[config.mk]
export PLATFORM = sky130hd
export DESIGN_NAME = ram_read_port
export DESIGN_NICKNAME = d
export VERILOG_FILES = /design/src/rtl/ram_read_port_pkg.sv /design/src/rtl/mux16.sv /design/src/rtl/ram_read_port.sv
export SDC_FILE = /design/constraint.sdc
export NUM_CORES = 1
export LEC_CHECK = 0
export BUFFER_PORTS_ARGS = -buffer_cell sky130_fd_sc_hd__buf_4
export CAP_MARGIN = 20
export CORE_MARGIN = 2
export CORE_UTILIZATION = 46
export CTS_BUF_LIST = sky130_fd_sc_hd__clkbuf_4 sky130_fd_sc_hd__clkbuf_8
export CTS_CLUSTER_DIAMETER = 40
export CTS_CLUSTER_SIZE = 25
export DETAILED_ROUTE_END_ITERATION = 6
export PLACE_DENSITY = 0.89
export SLEW_MARGIN = 5
export SYNTH_ARGS = -nofsm -noshare
export SYNTH_HDL_FRONTEND = slang
export SYNTH_SLANG_ARGS = --single-unit
[constraint.sdc]
create_clock -name clk -period 2.1 [get_ports clk]
set_clock_uncertainty 0.1 [all_clocks]
set_input_delay 0.21 -clock clk [delete_from_list [all_inputs] [get_ports clk]]
set_output_delay 0.21 -clock clk [all_outputs]
set_load 0.01 [all_outputs]
[src/rtl/ram_read_port_pkg.sv]
// rtl/ram_read_port_pkg.sv - shared constants, FSM states and decode helper for the RAM read port
package ram_read_port_pkg;

    localparam int RAM_WORDS = 16;
    localparam int RAM_AW    = 4;

    typedef enum logic [1:0] {
        ST_IDLE   = 2'd0,
        ST_SELECT = 2'd1,
        ST_HOLD   = 2'd2
    } rd_state_e;

    function automatic logic [RAM_WORDS-1:0] onehot16(input logic [RAM_AW-1:0] addr);
        return RAM_WORDS'(1) << addr;
    endfunction

endpackage

[src/rtl/mux16.sv]
// rtl/mux16.sv - combinational 16:1 word mux, read-side mirror of the write-enable demux
module mux16
    import ram_read_port_pkg::*;
#(
    parameter int WIDTH = 8
) (
    input  logic [RAM_WORDS*WIDTH-1:0] words,
    input  logic [RAM_AW-1:0]          sel,
    output logic [WIDTH-1:0]           data
);

    always_comb begin
        data = '0;
        for (int i = 0; i < RAM_WORDS; i++) begin
            if (sel == RAM_AW'(i)) begin
                data = words[i*WIDTH +: WIDTH];
            end
        end
    end

endmodule

[src/rtl/ram_read_port.sv]
// rtl/ram_read_port.sv - read-side controller: req/busy accept, one-hot select for READ_LAT cycles, capture and hold
module ram_read_port
    import ram_read_port_pkg::*;
#(
    parameter int WIDTH    = 8,
    parameter int READ_LAT = 1
) (
    input  logic                       clk,
    input  logic                       rst,
    input  logic                       rd_req,
    input  logic [RAM_AW-1:0]          rd_addr,
    output logic                       rd_busy,
    output logic [RAM_WORDS-1:0]       rd_sel,
    input  logic [RAM_WORDS*WIDTH-1:0] word_data,
    output logic [WIDTH-1:0]           rd_data,
    output logic                       rd_valid,
    input  logic                       rd_ready
);

    localparam logic [RAM_AW-1:0] LAT_LAST = RAM_AW'(READ_LAT - 1);

    rd_state_e              state_q,    state_d;
    logic [RAM_AW-1:0]      addr_q,     addr_d;
    logic [RAM_AW-1:0]      lat_cnt_q,  lat_cnt_d;
    logic [RAM_WORDS-1:0]   rd_sel_q,   rd_sel_d;
    logic [WIDTH-1:0]       rd_data_q,  rd_data_d;
    logic                   rd_valid_q, rd_valid_d;
    logic [WIDTH-1:0]       mux_data;

    mux16 #(.WIDTH(WIDTH)) u_mux16 (
        .words (word_data),
        .sel   (addr_q),
        .data  (mux_data)
    );

    always_comb begin
        state_d    = state_q;
        addr_d     = addr_q;
        lat_cnt_d  = lat_cnt_q;
        rd_sel_d   = rd_sel_q;
        rd_data_d  = rd_data_q;
        rd_valid_d = rd_valid_q;
        case (state_q)
            ST_IDLE: begin
                if (rd_req) begin
                    addr_d    = rd_addr;
                    lat_cnt_d = '0;
                    rd_sel_d  = onehot16(rd_addr);
                    state_d   = ST_SELECT;
                end
            end
            ST_SELECT: begin
                // rd_sel was loaded on accept so it is live for exactly READ_LAT cycles
                lat_cnt_d = lat_cnt_q + 1'b1;
                if (lat_cnt_q == LAT_LAST) begin
                    rd_data_d  = mux_data;
                    rd_valid_d = 1'b1;
                    rd_sel_d   = '0;
                    state_d    = ST_HOLD;
                end
            end
            ST_HOLD: begin
                if (rd_ready) begin
                    rd_valid_d = 1'b0;
                    if (rd_req) begin
                        addr_d    = rd_addr;
                        lat_cnt_d = '0;
                        rd_sel_d  = onehot16(rd_addr);
                        state_d   = ST_SELECT;
                    end else begin
                        state_d = ST_IDLE;
                    end
                end
            end
            default: begin
                rd_sel_d   = '0;
                rd_valid_d = 1'b0;
                state_d    = ST_IDLE;
            end
        endcase
    end

    always_ff @(posedge clk or posedge rst) begin
        if (rst) begin
            state_q    <= ST_IDLE;
            addr_q     <= '0;
            lat_cnt_q  <= '0;
            rd_sel_q   <= '0;
            rd_data_q  <= '0;
            rd_valid_q <= 1'b0;
        end else begin
            state_q    <= state_d;
            addr_q     <= addr_d;
            lat_cnt_q  <= lat_cnt_d;
            rd_sel_q   <= rd_sel_d;
            rd_data_q  <= rd_data_d;
            rd_valid_q <= rd_valid_d;
        end
    end

    assign rd_busy  = (state_q != ST_IDLE);
    assign rd_sel   = rd_sel_q;
    assign rd_data  = rd_data_q;
    assign rd_valid = rd_valid_q;

endmodule

==> results.tsv <==
metric	value	unit
WL final	10600	µm
number of clock sinks	35	
clock tree from TritonCTS	done	
row cnt	28	
global-route wire length before repair	16600	µm
pwr dens	1190	nW/µm²
Req. time, crit path	2.19	ns
startpoint of the worst-slack reg-to-reg timing path	addr_q[0]	
EDFF count, synth	0	
hold slack	0.0722	ns
mapped cell area	2880	µm²
Clk pin slew, worst setup/hold paths	0.07	ns
most used flip-flop cell after synthesis	sky130_fd_sc_hd__dfrtp_1	
post-synthesis sequential area ratio	30.4	%
number of buffers inserted by port buffering	161	
arrival time reported for the critical path endpoint	2.09	ns
setup_tns	0	ns
post-detailed-placement half-perimeter wirelength	8310	µm
Max FO, Critical Path	11	
Remaining Overflow, GRT	0	
outcome	finished clean	
clock share of power	11.9	%
Synth cell types	60	
core region area	5990	µm²
GP Congestion	0.920	
TritonCTS buffer count	5	
switching component of the power	0.00232	W
synthesized area divided by synthesized cell count	8.38	µm²
Final Total Pwr	0.00517	W
clock latency reported for the late side of the worst-skew pair	0.29	ns
area of the multi-input gates	1800	µm²
final hold violation count	0	
CTS H-tree depth	2	
layout overhead on the synthesized area	51.0	%
Net Sw Frac	44.9	%
Fmax achieved	0.498	GHz
pre-CTS worst setup slack	0.126	ns
number of warnings issued by yosys	0	
count of nets after finishing	647	
diode insertion count for antenna repair	0	
post-detailed-route DRC marker count	0	
critical path start-end classification	flip-flop to flip-flop	
post-route clock period utilization	95.6	%
Total Die Area	6920	µm²
number of cells produced by synthesis	344	
measured slew at the worst slew-check pin	0.487	ns
maximum buffer depth of the clock tree	2	
share of flip-flops with an asynchronous set or reset after synthesis	100	%
fraction of layout instances using a drive strength above 1	42.2	%
internal power of the cells	0.00285	W
Pre-Repair DR Iteration Count	5	
crit path time final	2.01	ns
worst supply voltage drop on vdd	0.894	mV
x dimension of the die	83.2	µm
Relative slew margins	67.5	%
all-layer global routing usage	29.3	%
FF/Latch Area	877	µm²
final routed wire length divided by cell count	18.1	µm
fraction of power consumed by sequential logic	21.0	%
timing startpoint of the critical path	addr_q[0]	
share of the core filled with cells in the final layout	72.6	%
Worst Setup End Kind	flip-flop	
leading cell type in the layout, fill and taps excluded	sky130_fd_sc_hd__buf_4	
endpoints failing setup	0	
crit start category	flip-flop	
Clock Root Buffer	sky130_fd_sc_hd__clkbuf_8	
leading cell types in the layout, fill and taps excluded	184 x sky130_fd_sc_hd__buf_4, 44 x sky130_fd_sc_hd__nand2_1, 34 x sky130_fd_sc_hd__dfrtp_1	
maximum number of pins on one net before global-route repair	36	
number of storage elements in the synthesis netlist	35	
number of global-route vias before repair	3434	
vias per std cell	5.97	
number of antenna violations at the first check in global routing	0	
effective utilization at floorplan	48.1	%
Hold Path Class	input port to flip-flop	
startpoint of the most critical hold path	rd_addr[2]	
height of the chip	83.2	µm
number of violations of the max-capacitance limit	0	
total vias in the final route	3492	
number of violations reported at the end of detailed-routing iteration 0	217	
post-synthesis net count	482	
LEAKAGE	2.05	nW
final worst-path setup slack	0.0931	ns
number of inserted filler cells in the final layout	471	
number of pins with negative max-slew slack in the final report	0	
number of ports placed on the die boundary	162	
antenna-violating nets left	0	
proportion of power drawn by combinational gates	67.1	%
RSZ-0062 raised after global routing	false	
[cell usage after synthesis (9+ instances only)]
library cell	count	share of area, %
sky130_fd_sc_hd__o221ai_1	9	2.7
sky130_fd_sc_hd__dfrtp_1	35	30
sky130_fd_sc_hd__o31ai_1	12	3.1
sky130_fd_sc_hd__mux2_2	9	3.5
sky130_fd_sc_hd__o21ai_0	19	3.3
sky130_fd_sc_hd__nand2_1	45	5.9
sky130_fd_sc_hd__nor2_1	30	3.9
sky130_fd_sc_hd__mux2i_1	15	5.2
sky130_fd_sc_hd__nand2b_1	9	2.0
sky130_fd_sc_hd__buf_2	9	1.6
sky130_fd_sc_hd__a21oi_1	21	3.6
[cell families after synthesis]
family	share of synthesized area (%)
flip-flops	30.4
XOR/XNOR	0.608
buffers and inverters	7.16
AO/OA/AOI/OAI	29.3
adder cells (fa/ha/maj)	0.868
AND/OR/NAND/NOR	19.8
multiplexers	11.8
[flip-flops by register name, indices dropped and copies added, names as in the netlist]
name	count
rd_sel	16
rd_data	8
addr_q	4
lat_cnt_q	4
state_q	2
rd_valid	1
[power groups by stage]
stage | clock [W] | sequential (W) | combinational [W]
floorplan | 0 | 0.00108 | 0.00228
detailed placement | 0 | 0.00110 | 0.00336
CTS | 0.000624 | 0.00109 | 0.00338
global route | 0.000650 | 0.00112 | 0.00376
global placement | 0 | 0.00109 | 0.00328
finish | 0.000615 | 0.00109 | 0.00347
[worst max-delay path, stage by stage, from the launching register on]
cell and delay (ns):
sky130_fd_sc_hd__dfrtp_2 0.50, sky130_fd_sc_hd__and2b_1 0.32, sky130_fd_sc_hd__o2bb2ai_1 0.18, sky130_fd_sc_hd__a222oi_1 0.45
sky130_fd_sc_hd__a2111oi_2 0.11, sky130_fd_sc_hd__o221a_1 0.23
[per-layer routing]
metal	track usage [%]	part of all wire (%)
met1	35.5	37
met2	51.4	51
met3	5.57	8.2
met4	11.3	3.7
met5	0	0
[path summary, 6_finish.rpt]
path / end / slack, ns / cells after the start
max: rd_data[7] / 0.09 / 5
min in group asynchronous: rd_valid / 0.48 / 4
max in group asynchronous: addr_q[0] / 1.09 / 4
min reg2reg: rd_sel[10] / 0.39 / 2
max reg2reg: rd_data[7] / 0.09 / 5
min: rd_sel[10] / 0.07 / 2
[per-stage QoR]
step	instances	instance area, µm²
after floorplan	344	2880
after global placement	573	4200
after detailed placement	573	4200
after CTS	582	4330
after global routing	585	4350
final	585	4350
[cell type report]
| cell class | count | area share (%) |
|---|---|---|
| clock buffers | 5 | 1.58 |
| clock inverters | 3 | 1.01 |
| inverters | 9 | 0.776 |
| multi-input cells | 271 | 41.4 |
| flip-flops and latches | 35 | 20.2 |
| well taps | 75 | 2.16 |
| repair buffers | 187 | 32.9 |
[timing repair]
action | 4_1_cts | 5_1_grt
endpoints found under the hold margin | 35 | 0
hold buffers | 1 | 0
resized for setup | 0 | 1
setup buffers | 0 | 3
setup endpoints to repair | 0 | 3
Power figures use the tool's default switching activity.
